[src/rtl/counter_timer_pkg.sv]
// Shared encodings for the multi-channel down-counter/timer peripheral:
// register offsets, CTRL bit positions, mode codes and channel FSM states.
package counter_timer_pkg;

   // Register offsets within a channel's 4-word window
   localparam logic [1:0] REG_LOAD   = 2'd0;
   localparam logic [1:0] REG_CTRL   = 2'd1;
   localparam logic [1:0] REG_COUNT  = 2'd2;  // read-only
   localparam logic [1:0] REG_STATUS = 2'd3;  // bit0 pending, write-1-to-clear

   // CTRL register layout; bits above CTRL_W-1 are not stored and read as 0
   localparam int CTRL_EN      = 0;
   localparam int CTRL_MODE_LO = 1;
   localparam int CTRL_MODE_HI = 2;
   localparam int CTRL_IRQ_EN  = 3;
   localparam int CTRL_SRC     = 4;  // 1 = count every clk, 0 = count tick_in rises
   localparam int CTRL_W       = 5;

   // Mode codes; 2'b11 is reserved and behaves as one-shot
   localparam logic [1:0] MODE_ONESHOT  = 2'b00;
   localparam logic [1:0] MODE_PERIODIC = 2'b01;
   localparam logic [1:0] MODE_SQUARE   = 2'b10;

   // Per-channel FSM state
   typedef enum logic [1:0] {
      ST_IDLE = 2'd0,  // disabled, COUNT frozen, output low
      ST_RUN  = 2'd1,  // counting down on each effective tick
      ST_DONE = 2'd2   // one-shot expired, output held high
   } state_e;

   // Channel-index width, never narrower than one bit
   function automatic int ch_width(input int n);
      return (n <= 1) ? 1 : $clog2(n);
   endfunction

endpackage

[src/rtl/counter_timer_x_if.sv]
// Register bus between the CPU side and the timer peripheral.
// Handshake: bus_we is a one-clk write strobe qualified by bus_addr/bus_wdata
// in the same cycle; there is no back-pressure, every strobed write is taken.
// bus_rdata is a purely combinational view of the register at bus_addr.
interface counter_timer_x_if #(
   parameter int AW = 4,
   parameter int DW = 32
) ();
   logic          bus_we;
   logic [AW-1:0] bus_addr;
   logic [DW-1:0] bus_wdata;
   logic [DW-1:0] bus_rdata;

   modport master (output bus_we, output bus_addr, output bus_wdata, input bus_rdata);
   modport slave  (input bus_we, input bus_addr, input bus_wdata, output bus_rdata);
endinterface

[src/rtl/counter_channel.sv]
// One timer channel: tick synchroniser and edge detect, LOAD/CTRL/COUNT/STATUS
// registers and the IDLE/RUN/DONE control FSM.
module counter_channel
   import counter_timer_pkg::*;
#(
   parameter int WIDTH = 32
) (
   input  logic              clk,
   input  logic              rst_n,
   input  logic              tick_i,
   input  logic              we_load_i,
   input  logic              we_ctrl_i,
   input  logic              we_status_i,
   input  logic [WIDTH-1:0]  wdata_i,
   output logic [WIDTH-1:0]  load_o,
   output logic [CTRL_W-1:0] ctrl_o,
   output logic [WIDTH-1:0]  count_o,
   output logic              pending_o,
   output logic              out_o,
   output state_e            state_o
);

   logic              sync1_q, sync2_q, sync3_q;
   logic [WIDTH-1:0]  load_q, load_d;
   logic [WIDTH-1:0]  count_q, count_d;
   logic [CTRL_W-1:0] ctrl_q, ctrl_d;
   logic              pending_q, pending_d;
   logic              out_q, out_d;
   state_e            state_q, state_d;
   logic              tick_raw, tick_eff, expire;
   logic [1:0]        mode;

   // Two-flop synchroniser plus one history flop for rising-edge detection
   always_ff @(posedge clk or negedge rst_n) begin
      if (!rst_n) begin
         sync1_q <= 1'b0;
         sync2_q <= 1'b0;
         sync3_q <= 1'b0;
      end else begin
         sync1_q <= tick_i;
         sync2_q <= sync1_q;
         sync3_q <= sync2_q;
      end
   end

   // LOAD/CTRL writes win over a coincident tick; STATUS writes do not, so a
   // clear can race an expiry and lose
   assign tick_raw = ctrl_q[CTRL_SRC] ? 1'b1 : (sync2_q & ~sync3_q);
   assign tick_eff = tick_raw & ~we_load_i & ~we_ctrl_i;
   assign mode     = ctrl_q[CTRL_MODE_HI:CTRL_MODE_LO];
   assign expire   = (state_q == ST_RUN) && tick_eff && (count_q == WIDTH'(1));

   // Next-state logic: register writes first, then counting in RUN
   always_comb begin
      load_d    = load_q;
      count_d   = count_q;
      ctrl_d    = ctrl_q;
      pending_d = pending_q;
      out_d     = out_q;
      state_d   = state_q;
      if (we_load_i) begin
         load_d  = wdata_i;
         count_d = wdata_i;
         out_d   = 1'b0;
         if (ctrl_q[CTRL_EN]) state_d = ST_RUN;
      end else if (we_ctrl_i) begin
         ctrl_d = wdata_i[CTRL_W-1:0];
         if (!wdata_i[CTRL_EN]) begin
            state_d = ST_IDLE;
            out_d   = 1'b0;
         end else if ((state_q == ST_IDLE) && (count_q != '0)) begin
            state_d = ST_RUN;
         end
      end else if (state_q == ST_RUN) begin
         // periodic output is a single-clk pulse
         if (mode == MODE_PERIODIC) out_d = 1'b0;
         if (expire) begin
            case (mode)
               MODE_PERIODIC: begin
                  count_d = load_q;
                  out_d   = 1'b1;
               end
               MODE_SQUARE: begin
                  count_d = load_q;
                  out_d   = ~out_q;
               end
               default: begin  // one-shot and reserved
                  count_d = '0;
                  out_d   = 1'b1;
                  state_d = ST_DONE;
               end
            endcase
         end else if (tick_eff && (count_q > WIDTH'(1))) begin
            count_d = count_q - WIDTH'(1);
         end
      end
      if (we_status_i && wdata_i[0]) pending_d = 1'b0;
      if (expire) pending_d = 1'b1;
   end

   // Channel register bank and FSM state
   always_ff @(posedge clk or negedge rst_n) begin
      if (!rst_n) begin
         load_q    <= '0;
         count_q   <= '0;
         ctrl_q    <= '0;
         pending_q <= 1'b0;
         out_q     <= 1'b0;
         state_q   <= ST_IDLE;
      end else begin
         load_q    <= load_d;
         count_q   <= count_d;
         ctrl_q    <= ctrl_d;
         pending_q <= pending_d;
         out_q     <= out_d;
         state_q   <= state_d;
      end
   end

   assign load_o    = load_q;
   assign ctrl_o    = ctrl_q;
   assign count_o   = count_q;
   assign pending_o = pending_q;
   assign out_o     = out_q;
   assign state_o   = state_q;

endmodule

[src/rtl/counter_timer_x.sv]
// Multi-channel down-counter/timer: address decode, read mux and the
// registered OR-ed interrupt. dbg_state_o packs each channel's FSM state
// (2 bits per channel, channel 0 in the low bits).
module counter_timer_x
   import counter_timer_pkg::*;
#(
   parameter int CHANNELS = 3,
   parameter int WIDTH    = 32
) (
   input  logic                    clk,
   input  logic                    rst_n,
   counter_timer_x_if.slave        bus,
   input  logic [CHANNELS-1:0]     tick_in,
   output logic [CHANNELS-1:0]     counter_OUT,
   output logic                    irq,
   output logic [2*CHANNELS-1:0]   dbg_state_o
);

   localparam int CH_W = ch_width(CHANNELS);

   logic [CH_W-1:0]   ch_idx;
   logic [1:0]        reg_idx;
   logic [WIDTH-1:0]  load_a  [CHANNELS];
   logic [WIDTH-1:0]  count_a [CHANNELS];
   logic [CTRL_W-1:0] ctrl_a  [CHANNELS];
   state_e            state_a [CHANNELS];
   logic [CHANNELS-1:0] pending_v, irq_req;
   logic [WIDTH-1:0]  rdata;
   logic              irq_q;

   assign ch_idx  = bus.bus_addr[CH_W+1:2];
   assign reg_idx = bus.bus_addr[1:0];

   // Channel indices at or above CHANNELS match no instance, so such writes drop
   for (genvar i = 0; i < CHANNELS; i++) begin : g_ch
      logic hit;
      assign hit = bus.bus_we && (ch_idx == CH_W'(i));

      counter_channel #(.WIDTH(WIDTH)) u_ch (
         .clk         (clk),
         .rst_n       (rst_n),
         .tick_i      (tick_in[i]),
         .we_load_i   (hit && (reg_idx == REG_LOAD)),
         .we_ctrl_i   (hit && (reg_idx == REG_CTRL)),
         .we_status_i (hit && (reg_idx == REG_STATUS)),
         .wdata_i     (bus.bus_wdata),
         .load_o      (load_a[i]),
         .ctrl_o      (ctrl_a[i]),
         .count_o     (count_a[i]),
         .pending_o   (pending_v[i]),
         .out_o       (counter_OUT[i]),
         .state_o     (state_a[i])
      );

      assign irq_req[i]            = pending_v[i] & ctrl_a[i][CTRL_IRQ_EN];
      assign dbg_state_o[2*i +: 2] = state_a[i];
   end

   // Combinational read of the addressed register; unmapped channels read 0
   always_comb begin
      rdata = '0;
      for (int i = 0; i < CHANNELS; i++) begin
         if (ch_idx == CH_W'(i)) begin
            case (reg_idx)
               REG_LOAD:  rdata = load_a[i];
               REG_CTRL:  rdata = WIDTH'(ctrl_a[i]);
               REG_COUNT: rdata = count_a[i];
               default:   rdata = WIDTH'(pending_v[i]);
            endcase
         end
      end
   end

   assign bus.bus_rdata = rdata;

   // Interrupt is registered: follows pending & irq_en one clk later
   always_ff @(posedge clk or negedge rst_n) begin
      if (!rst_n) irq_q <= 1'b0;
      else        irq_q <= |irq_req;
   end

   assign irq = irq_q;

endmodule

[src/flat_wrapper.sv]
// flat-port wrapper written by rule: the top's interface ports become plain ports
module counter_timer_x_flat import counter_timer_pkg::*;
#(
   parameter int CHANNELS = 3,
   parameter int WIDTH    = 32
)
  (clk, rst_n, tick_in, counter_OUT, irq, dbg_state_o, bus_bus_we, bus_bus_addr, bus_bus_wdata, bus_bus_rdata);
  counter_timer_x_if #(.AW((4)), .DW(WIDTH)) bus_i ();
  input  logic clk;
  input  logic rst_n;
  input  logic [CHANNELS-1:0] tick_in;
  output logic [CHANNELS-1:0] counter_OUT;
  output logic irq;
  output logic [2*CHANNELS-1:0] dbg_state_o;
  input wire logic [$bits(bus_i.bus_we)-1:0] bus_bus_we;
  input wire logic [$bits(bus_i.bus_addr)-1:0] bus_bus_addr;
  input wire logic [$bits(bus_i.bus_wdata)-1:0] bus_bus_wdata;
  output wire logic [$bits(bus_i.bus_rdata)-1:0] bus_bus_rdata;
  assign bus_i.bus_we = bus_bus_we;
  assign bus_i.bus_addr = bus_bus_addr;
  assign bus_i.bus_wdata = bus_bus_wdata;
  assign bus_bus_rdata = bus_i.bus_rdata;
  counter_timer_x #(.CHANNELS(CHANNELS), .WIDTH(WIDTH)) u_core (.clk(clk), .rst_n(rst_n), .bus(bus_i), .tick_in(tick_in), .counter_OUT(counter_OUT), .irq(irq), .dbg_state_o(dbg_state_o));
endmodule
[config.mk]
export PLATFORM = sky130hd
export DESIGN_NAME = counter_timer_x_flat
export DESIGN_NICKNAME = d
export VERILOG_FILES = /design/src/rtl/counter_timer_pkg.sv /design/src/rtl/counter_timer_x_if.sv /design/src/rtl/counter_channel.sv /design/src/rtl/counter_timer_x.sv /design/src/flat_wrapper.sv
export SDC_FILE = /design/constraint.sdc
export NUM_CORES = 1
export LEC_CHECK = 0
export CAP_MARGIN = 20
export CORE_ASPECT_RATIO = 1.2
export CORE_MARGIN = 4
export CORE_UTILIZATION = 61
export CTS_CLUSTER_DIAMETER = 60
export DETAILED_ROUTE_END_ITERATION = 8
export DONT_BUFFER_PORTS = 1
export PLACE_DENSITY = 0.75
export SLEW_MARGIN = 20
export SYNTH_ARGS = -nofsm -noshare
export SYNTH_HDL_FRONTEND = slang
export SYNTH_HIERARCHICAL = 1
export SYNTH_SLANG_ARGS = --single-unit
[constraint.sdc]
create_clock -name clk -period 3 [get_ports clk]
set_input_delay 0.75 -clock clk [delete_from_list [all_inputs] [get_ports clk]]
set_output_delay 0.75 -clock clk [all_outputs]
set_load 0.01 [all_outputs]
Word level (Yosys, flattened, before mapping)
Cells that the tools add are included.
{"block": "totals", "output_inout_bits": 42, "inputBits": 42, "wordCells": 235, "ff_bits": 229}
{"block": "classes", "n_eq_ne": 32, "n_reduce_logical": 69, "n_addsub": 3, "muxes": 76, "bitwise": 24, "n_lt_le_gt_ge": 3}
{"operator": "$mux 32", "count": 21}
{"operator": "$pmux 32 s3", "count": 3}
{"operator": "$eq 32x1->1 const B", "count": 3}
{"operator": "$gt 32x1->1 const B", "count": 3}
{"operator": "$reduce_bool 32->1", "count": 3}
{"operator": "$sub 32x1->32 const B", "count": 3}
{"operator": "$mux 2", "count": 24}
{"operator": "$mux 1", "count": 28}
{"operator": "$logic_and 1x1->1", "count": 27}
{"operator": "$reduce_bool 3->1", "count": 9}
{"operator": "$reduce_and 3->1", "count": 6}
{"operator": "$eq 2x1->1 const B", "count": 8}
{"operator": "$reduce_and 5->1", "count": 3}
{"operator": "$and 1x1->1", "count": 12}
{"operator": "$eq 2x2->1 const B", "count": 6}
{"operator": "$ne 4x3->1 const B", "count": 3}
{"operator": "$not 1->1", "count": 12}
{"operator": "$reduce_bool 2->1", "count": 6}
{"operator": "$reduce_bool 4->1", "count": 3}
{"operator": "$logic_not 2->1", "count": 5}
{"operator": "$ne 3x1->1 const B", "count": 3}
{"operator": "$ne 3x3->1 const B", "count": 3}
{"operator": "$ne 2x1->1 const B", "count": 3}
{"operator": "$ne 2x2->1 const B", "count": 3}
{"operator": "other kinds (3)", "count": 7}

Logic depth before layout (Yosys ltp)
{"block": "depth", "depth_word": 12, "ltp_mapped": 15, "ltp_nobuf": 9}

Cells and area by module
The synthesis kept the hierarchy.
{"module": "counter_channel (u_core.g_ch[2].u_ch)", "instances": 1, "seq_area_each_um2": 1901.8, "area_each_um2": 4342.9, "cells_per_inst": 455}
{"module": "counter_channel (u_core.g_ch[1].u_ch)", "instances": 1, "seq_area_each_um2": 1901.8, "area_each_um2": 4335.4, "cells_per_inst": 476}
{"module": "counter_channel (u_core.g_ch[0].u_ch)", "instances": 1, "seq_area_each_um2": 1901.8, "area_each_um2": 4284.1, "cells_per_inst": 485}
{"module": "counter_timer_x", "instances": 1, "seq_area_each_um2": 25.0, "area_each_um2": 1889.3, "cells_per_inst": 230}

Worst setup path before layout
Ideal clock, no wire load.
{"block": "synth_path", "path_type": "input port to flip-flop", "from": "in bus_bus_addr[3]", "to": "reg u_core.g_ch[1].u_ch.out_q", "required_ns": 2.874, "stages": 12, "slack_ns": -0.300, "setup_ns": 0.126, "n_path_buf": 4, "arrival_ns": 3.174, "path_cell_list": "buf_2 -> nor2b_1 -> buf_2 -> buf_2 -> nand2_1 -> nor2_1 -> clkbuf_1 -> nor4b_1 -> o21ai_1 -> nor4_2 -> nor4_1 -> o32a_1"}
{"block": "synth_between", "elab_chain_cells": 12, "elab_cells_between_ends": 18, "classes_between": "eq/ne (2); mux (4); bitwise (4); reduce/logical (8)"}
{"item": "from (decl)", "line": "flat_wrapper.sv:16", "source": "input wire logic [$bits(bus_i.bus_addr)-1:0] bus_bus_addr;"}
{"item": "$eq 2x1->1 *", "line": "counter_timer_x.sv:37", "source": "assign hit = bus.bus_we && (ch_idx == CH_W'(i));"}
{"item": "$logic_and 1x1->1 *", "line": "counter_timer_x.sv:37"}
{"item": "$logic_and 1x1->1", "line": "counter_timer_x.sv:43", "source": ".we_load_i (hit && (reg_idx == REG_LOAD)),"}
{"item": "$not 1->1 (no source line)"}
{"item": "$and 1x1->1 (2 in a row)", "line": "counter_channel.sv:49", "source": "assign tick_eff = tick_raw & ~we_load_i & ~we_ctrl_i;"}
{"item": "$logic_and 1x1->1 (2 in a row)", "line": "counter_channel.sv:51", "source": "assign expire = (state_q == ST_RUN) && tick_eff && (count_q == WIDTH'(1));"}
{"item": "$mux 1", "line": "counter_channel.sv:77", "source": "if (expire) begin"}
{"item": "$mux 1", "line": "counter_channel.sv:74", "source": "end else if (state_q == ST_RUN) begin"}
{"item": "$mux 1", "line": "counter_channel.sv:66", "source": "end else if (we_ctrl_i) begin"}
{"item": "$mux 1", "line": "counter_channel.sv:61", "source": "if (we_load_i) begin"}
{"item": "to (signal assigned)", "line": "counter_channel.sv:115", "source": "out_q <= out_d;"}
{"item": "to (decl)", "line": "counter_channel.sv:28", "source": "logic out_q, out_d;"}
Every way passes the cells marked *; elsewhere a longest branch is shown, timed or not. The select of a mux whose other input is x is not followed.
A chain may end at the register's enable or synchronous reset.

Final worst setup path
{"block": "layout_path", "from": "reg u_core.g_ch[0].u_ch.ctrl_q[4]", "to": "out bus_bus_rdata[4]"}
{"block": "layout_between", "elab_chain_cells": 4}
{"item": "from (decl)", "line": "counter_channel.sv:26", "source": "logic [CTRL_W-1:0] ctrl_q, ctrl_d;"}
{"item": "from (signal assigned)", "line": "counter_channel.sv:113", "source": "ctrl_q <= ctrl_d;"}
{"item": "$pmux 32 s3", "line": "counter_timer_x.sv:64", "source": "case (reg_idx)"}
{"item": "$mux 32 (3 in a row)", "line": "counter_timer_x.sv:63", "source": "if (ch_idx == CH_W'(i)) begin"}
{"item": "to (decl)", "line": "flat_wrapper.sv:18", "source": "output wire logic [$bits(bus_i.bus_rdata)-1:0] bus_bus_rdata;"}
Every way passes these cells.

==> metrics list <==
* Outcome: complete, but fails checks
- Violations in the final reports: hold timing
- For this block, the initial DRC count from the detailed router was 1,596.
- Yosys printed 6 warnings.
- The die covers approximately 27,000 um2.
- Cts bufs inserted: 27
- Summed over all layers, the global routing overflow is 0.
- Among all flip-flop cells after synthesis, the most frequent one is dfrtp_1.
* Required time of the worst setup path: about 2.3 ns
- The first TritonRoute pass finished after 8 iterations.
- The count of endpoints failing hold in the final timing report came to between 80 and 90.
- Count of pins over their slew limit: 0
- For this block, the via count after detailed routing is between 10,000 and 15,000.
* GPL Wtd Cong: about 1.0
- Transition time at the pin with the least slew margin: ~0.76 ns
- Post-layout min period: a little under 3 ns
- Leakage component of the power: 6.96 nW
- The slowest stage of the critical path is the a221oi_1 cell.
- Setup violations remaining at the end of the flow were counted as 0.
* Synthesized cell area: roughly 15,000 um2
- All-Layer GR Usage: 38.8%
* Buffers and inverters on the worst path: 1
- Dividing the detail-routed via count by the number of cells gives about 7.
- The clock passes through at most 3 buffers.
- Ratio of cells with drive above 1 in the final layout: approximately 17%
- Endpoint kind of the worst setup timing path: output pin
- Largest voltage drop on the vdd net: about 0.53 mV
* Count of mapped cells out of synthesis: 1,646
* Die Ht: between 150 and 200 um
* Leading cell type in the layout, fill and taps excluded: dfrtp_1
* Fillers: 1,909
- Count of unique library cells instantiated by Yosys: 92
* Count of antenna diodes in the layout: 0
- Counting buffers and inverters, the worst setup path is 5 cells deep.
- Crit share post-route: 97.9%
- Number of global-route vias before repair: around 14,000
- Area growth from synthesis to layout: 12.3%
- The HPWL after detailed placement is approximately 39 mm.
* Register cell area after layout: between 5000 and 6000 um2
- First-pass GRT wire length: approximately 80 mm
- Most frequent cells in the layout: dfrtp_1, nand2_1, o21ai_0, buf_4, a21oi_1
- Clock-pin slew was measured on the worst setup and hold paths at ~0.060 ns.
* DRC violations left: 0
* Number of core rows: 62
- Final TNS setup: 0 ns
* Number of nets still failing antenna checks after routing: 0
* Flops & latches, synth: 229
- Slew headroom: ~49%
- Summing all multi-input logic gate instances after layout gives between 8000 and 9000 um2.
- Largest net degree at the start of global routing: 230
- Derived from the worst setup path, the maximum achievable clock frequency is between 300 and 400 MHz.
* Routed Wire Length: around 52 mm
- Sequential cells were found to cover about two fifths of the synthesized design area.
* CTS tree: built
* Power per cell area: 803 nW/um2
- For the worst flop-to-flop path, the logic depth is 7.
- After clock tree synthesis, the setup repair step added 0 buffers.
- Count of nets after finishing: 1,754
* Latest clock arrival within the worst-skew pair: 0.54 ns
- In this run the number of H-tree levels came out at 1.
- The initial antenna violation count is 0.
* Share of flip-flops with an asynchronous set or reset: 100%
- Critical path data arrival time: 2.19 ns
- Worst hold-check slack: -0.0835 ns
- Broken down by cell family, the worst path's largest delay share belongs to compound AO/OA/AOI/OAI gates.
* Hold crit path type: input port to async pin
- Max-cap violations in this run came to 0.
- In this run the tool buffered the top-level ports with 0 buffer cells.
- The tree is rooted in a clkbuf_16.
- Averaged over all synthesized cells, the footprint is ~9.0 um2.
- For this design, the sink count on the clock tree is between 200 and 250.
- In this run the worst path has a maximum fanout of 4.
- Crit-path cells: mux2_1 > a221oi_1 > a2bb2oi_1 > a221oi_2 > buf_4
- I/O pin count: 84
* Crit Path Category: flip-flop to output pin
- The worst setup path is launched from a flip-flop.
- Counting every net in the synthesized netlist gives roughly 1,700.
- Unrepaired setup endpoints after global routing: no
- Core ar.: roughly 24,000 um2
* Effective utilization at floorplan: 62.0%
* Horizontal die dimension: approximately 150 um
- After detailed routing, the average wire length per cell comes to about 26 um.
* Count of flip-flops with a built-in enable after synthesis: 0
- Clock skew on the completed layout was measured at ~0.018 ns.
* Slowest Stage Delay on Critical Path: roughly 0.45 ns
[kinds of logic (layout without fill, tap and decap cells)]
group           Yosys count  after routing  share of synthesized area, %
compound gates          500            500                          22.8
xor+xnor                 48             48                          2.83
fa+ha+maj                15             15                          1.26
buf+inv                 184            251                          5.63
flops                   229            229                          38.6
mux                     138            138                          10.3
simple gates            532            532                          18.6
[per-stage QoR]
stage / total power, mW / worst slack, ns / utilization, % / std cells / instance area, um2
final: 13.4 / 0.0642 / 69.6 / 2033 / 16700
after CTS: 13.2 / 0.0518 / 69.5 / 2033 / 16700
after global placement: 9.78 / 0.114 / 65.9 / 1988 / 15800
after global routing: 14.0 / 0.0168 / 69.6 / 2033 / 16700
after detailed placement: 9.93 / 0.0680 / 65.9 / 1988 / 15800
after floorplan: 8.06 / 0.00797 / - / 1646 / 14900
[worst register-to-register path, delay by kind of cell, from the launching register on]
family          cells  cell delay, ns
compound gates      2            0.55
buf+inv             1            0.26
flops               1            0.37
simple gates        4            1.60
[worst paths after layout]
path,start,end,slack [ns]
min in group clk,tick_in[2],u_core/g_ch[2].u_ch/sync1_q$_DFF_PN0_,0.24
max reg2reg,u_core/g_ch[0].u_ch/count_o[18]$_DFFE_PN0P_,u_core/g_ch[0].u_ch/count_o[1]$_DFFE_PN0P_,0.11
min reg2reg,u_core/g_ch[1].u_ch/sync1_q$_DFF_PN0_,u_core/g_ch[1].u_ch/sync2_q$_DFF_PN0_,0.35
max,u_core/g_ch[0].u_ch/ctrl_o[4]$_DFFE_PN0P_,bus_bus_rdata[4],0.06
max in group asynchronous,rst_n,u_core/g_ch[2].u_ch/count_o[1]$_DFFE_PN0P_,2.48
min,rst_n,u_core/g_ch[2].u_ch/ctrl_o[1]$_DFFE_PN0P_,-0.08
[area by class of cell]
type / instances / area share [%]
flip-flops and latches: 229 / 34.4
repair buffers: 132 / 6.39
clock inverters: 13 / 0.990
clock buffers: 32 / 4.16
well taps: 320 / 2.40
inverters: 74 / 1.67
multi-input cells: 1233 / 50.0
[what timing repair did]
| item | 4_1_cts | 5_1_grt |
|---|---|---|
| endpoints found under the hold margin | 229 | 229 |
| resized for setup | 0 | 3 |
| endpoints found under the setup margin | 0 | 10 |
[synth_stat cells (35+ instances only)]
master / number / area, um2
nand2_1: 173 / 649
nor3_1: 58 / 290
dfrtp_1: 229 / 5730
nor2_1: 85 / 319
clkbuf_1: 54 / 203
nand3_1: 35 / 175
mux2_2: 62 / 698
a21oi_1: 87 / 435
o21ai_0: 138 / 691
inv_1: 71 / 267
mux2i_1: 69 / 691
nor4_1: 35 / 219
a22oi_1: 47 / 353
[sequential cells by signal, indices dropped and copies added (netlist names)]
name and cells:
u_core/g_ch.u_ch/sync3_q 3, u_core/g_ch.u_ch/state_o 6, u_core/g_ch.u_ch/out_o 3, u_core/g_ch.u_ch/sync2_q 3
u_core/g_ch.u_ch/ctrl_o 15, u_core/g_ch.u_ch/pending_o 3, u_core/g_ch.u_ch/sync1_q 3, u_core/g_ch.u_ch/count_o 96
u_core/g_ch.u_ch/load_o 96, u_core/irq 1
[metal layers]
metal  part of all wire (%)  track usage, %  vias to the layer above
li1                       -               -                     6250
met1                     39            52.8                     7022
met2                     47            62.4                      840
met3                    9.9            6.60                      163
met4                    4.4            15.0                        0
met5                      0               0                        -
[report_power, final]
group	leakage (nW)	internal, mW	switching, mW
combinational	3.72	2.18	2.80
clock	0.418	1.92	1.36
sequential	2.83	3.96	1.17
total	6.96	8.06	5.33
No activity file was read; power rests on OpenSTA's default activity.
==> edit: new RTL, same flow settings <==
Put a register stage on the output `dbg_state_o`, without a reset. The value now appears one clock later. The other outputs are not delayed to match. Comments in the files are not updated.
--- a/src/rtl/counter_timer_x.sv
+++ b/src/rtl/counter_timer_x.sv
@@ -17,6 +17,8 @@
 );
 
    localparam int CH_W = ch_width(CHANNELS);
+
+   logic [2*CHANNELS-1:0] dbg_state_d;
 
    logic [CH_W-1:0]   ch_idx;
    logic [1:0]        reg_idx;
@@ -53,7 +55,7 @@
       );
 
       assign irq_req[i]            = pending_v[i] & ctrl_a[i][CTRL_IRQ_EN];
-      assign dbg_state_o[2*i +: 2] = state_a[i];
+      assign dbg_state_d[2*i +: 2] = state_a[i];
    end
 
    // Combinational read of the addressed register; unmapped channels read 0
@@ -81,5 +83,9 @@
 
    assign irq = irq_q;
 
+   always_ff @(posedge clk) begin
+      dbg_state_o <= dbg_state_d;
+   end
+
 endmodule
 
Function: changed (Yosys sat finds a counterexample within 4 cycles, from zero or initial values and one cycle with rst_n low).
==> edit against the unedited design <==
  * Power up 0.58%
  * Wire length up 11%
  * Critical endpoint unchanged
  * Critical path depth up 2
  * Largest power group is now combinational logic
  * Synthesized area up 0.46%
  * Setup slack worse by 6.7 ps
  * Global-route usage up 4.1 points
  * Highest routed layer is now met5
  * Cell count up 2.4%
  * Synthesized cell count up 0.91%
  * Final area up 2.2%
  * Worst hold slack worse by 16 ps
  * Sequential share of layout area about the same
  * The flow still finishes with violations (hold timing)
  * Sequential cell count up 6
==> edit: results (changes against the unedited design) <==
Status:
- Result of the run: finished with violations (unchanged).
- Failing checks: hold timing (unchanged).

Logic synthesis:
- The share of flip-flops with an asynchronous set or reset is 97.45% (was 100.0%).
- The post-synthesis area per instance is 8.983 sq um (was 9.023 sq um).
- The number of library cell types mapped by synthesis is 88 (was 92).
- The sequential element share of the synthesized area came to 39.21% (was 38.58%).
- Commonest cells in the netlist: sky130_fd_sc_hd__dfrtp_1, sky130_fd_sc_hd__nand2_1, sky130_fd_sc_hd__o21ai_0, sky130_fd_sc_hd__a21oi_1, sky130_fd_sc_hd__nor2_1 (unchanged).
- Main area contributors after synthesis: sky130_fd_sc_hd__dfrtp_1, sky130_fd_sc_hd__o21ai_0, sky130_fd_sc_hd__nand2_1 (was sky130_fd_sc_hd__dfrtp_1, sky130_fd_sc_hd__mux2_2, sky130_fd_sc_hd__mux2i_1).

STA:
- The final worst hold slack came to -99.96 ps (was -83.48 ps).
- The worst clock skew is 23.55 ps (was 18.18 ps).
- The number of hold-slack violations in the final timing report came to 205 (was 85).

Worst setup path:
- The minimum setup slack among reg-to-reg paths is 80 ps (was 110 ps).
- The startpoint of the worst-slack reg-to-reg timing path is u_core/g_ch[1].u_ch/count_o[18]$_DFFE_PN0P_ (was u_core/g_ch[0].u_ch/count_o[18]$_DFFE_PN0P_).
- The endpoint of the lowest-slack register-to-register path is u_core/g_ch[1].u_ch/count_o[1]$_DFFE_PN0P_ (was u_core/g_ch[0].u_ch/count_o[1]$_DFFE_PN0P_).
- The stage delay of the slowest cell on the critical path is 430 ps (was 450 ps).
- The beginning of the critical path is u_core/g_ch[0].u_ch/load_o[4]$_DFFE_PN0P_ (was u_core/g_ch[0].u_ch/ctrl_o[4]$_DFFE_PN0P_).
- The cell at the slowest stage of the critical path is sky130_fd_sc_hd__dfrtp_1 (was sky130_fd_sc_hd__a221oi_1).
- The maximum fanout along the worst path is 3 (was 4).

Detailed routing:
- The detailed-route via count is 14,780 (was 14,280).
- The detailed-route vias per instance came to 7.098 (was 7.022).
- The initial DRC count is 1,860 (was 1,596).
- The total routed wirelength is 58,210 microns (was 52,410 microns).

Placed design:
- The placer's final routability congestion estimate is 1.111 (was 1.039).

Finish:
- The number of nets in the layout is 1,802 (was 1,754).
- The fraction of final layout cells with drive strength greater than 1 is 18.73% (was 17.28%).

GRT:
- The total routing resource utilization after global routing is 42.88% (was 38.82%).
==> edit: changes by cell type after synthesis, moves of 5 or more <==
cell / change
sky130_fd_sc_hd__o22ai_1: +5
sky130_fd_sc_hd__nand2_1: +17
sky130_fd_sc_hd__a31oi_1: -6
sky130_fd_sc_hd__mux2_2: -6
sky130_fd_sc_hd__nor3_1: -6
sky130_fd_sc_hd__o21ai_0: +9
sky130_fd_sc_hd__a311oi_1: +8
sky130_fd_sc_hd__nand4_1: -5
sky130_fd_sc_hd__a32oi_1: +5
sky130_fd_sc_hd__inv_1: +5
sky130_fd_sc_hd__nand3_1: +6
sky130_fd_sc_hd__dfxtp_1: +6
==> edit: kinds of logic after synthesis <==
| group | share of synthesized area, % |
|---|---|
| muxes | 9.904 |
| adders and majority gates | 1.258 |
| DFF | 39.21 |
| xor gates and xnor gates | 2.700 |
| and+or+nand+nor | 18.08 |
| AOI/OAI and AO/OA | 23.04 |
| buffers and inverters | 5.803 |
==> edit: through the flow <==
| stage | cell area [sq um] | util (%) | power [mW] | setup WS (ps) |
|---|---|---|---|---|
| after floorplan | 14930 | - | 7.990 | 7.857 |
| after global placement | 16120 | 67.01 | 9.910 | 89.42 |
| after detailed placement | 16120 | 67.01 | 10.04 | 9.451 |
| after CTS | 16970 | 70.55 | 13.24 | 35.35 |
| after global routing | 17050 | 70.89 | 14.06 | 10.41 |
| final | 17050 | 70.89 | 13.46 | 57.48 |
==> edit: layout make-up <==
type / instances / area (sq um)
clock buffers: 39 / 760.7
clock inverters: 7 / 71.32
fillers: 1883 / 7000
inverters: 80 / 301.5
multi-input cells: 1232 / 8302
flip-flops and latches: 235 / 5852
well taps: 320 / 400.4
repair buffers: 169 / 1360
==> edit: what timing repair did <==
item                                   in CTS  in global routing
endpoints found under the hold margin     229                229
setup endpoints to repair                   2                 45
pin swaps                                   0                  1
resized for setup                           3                 10
buffers inserted                            0                  4
==> edit: where the power goes <==
part | internal (mW) | switching (mW)
logic | 2.22 | 2.95
registers | 4.04 | 1.07
clock network | 1.84 | 1.35
==> edit: per-layer routing <==
layer / vias to the layer above / share of wire, % / global-route usage [%] / routed length [microns]
li1: 6344 / - / - / -
met1: 7079 / 36 / 54.93 / 20860
met2: 1082 / 44 / 65.46 / 25620
met3: 270 / 12 / 10.14 / 7073
met4: 4 / 8.0 / 26.95 / 4630
met5: - / 0.036 / 0 / 21
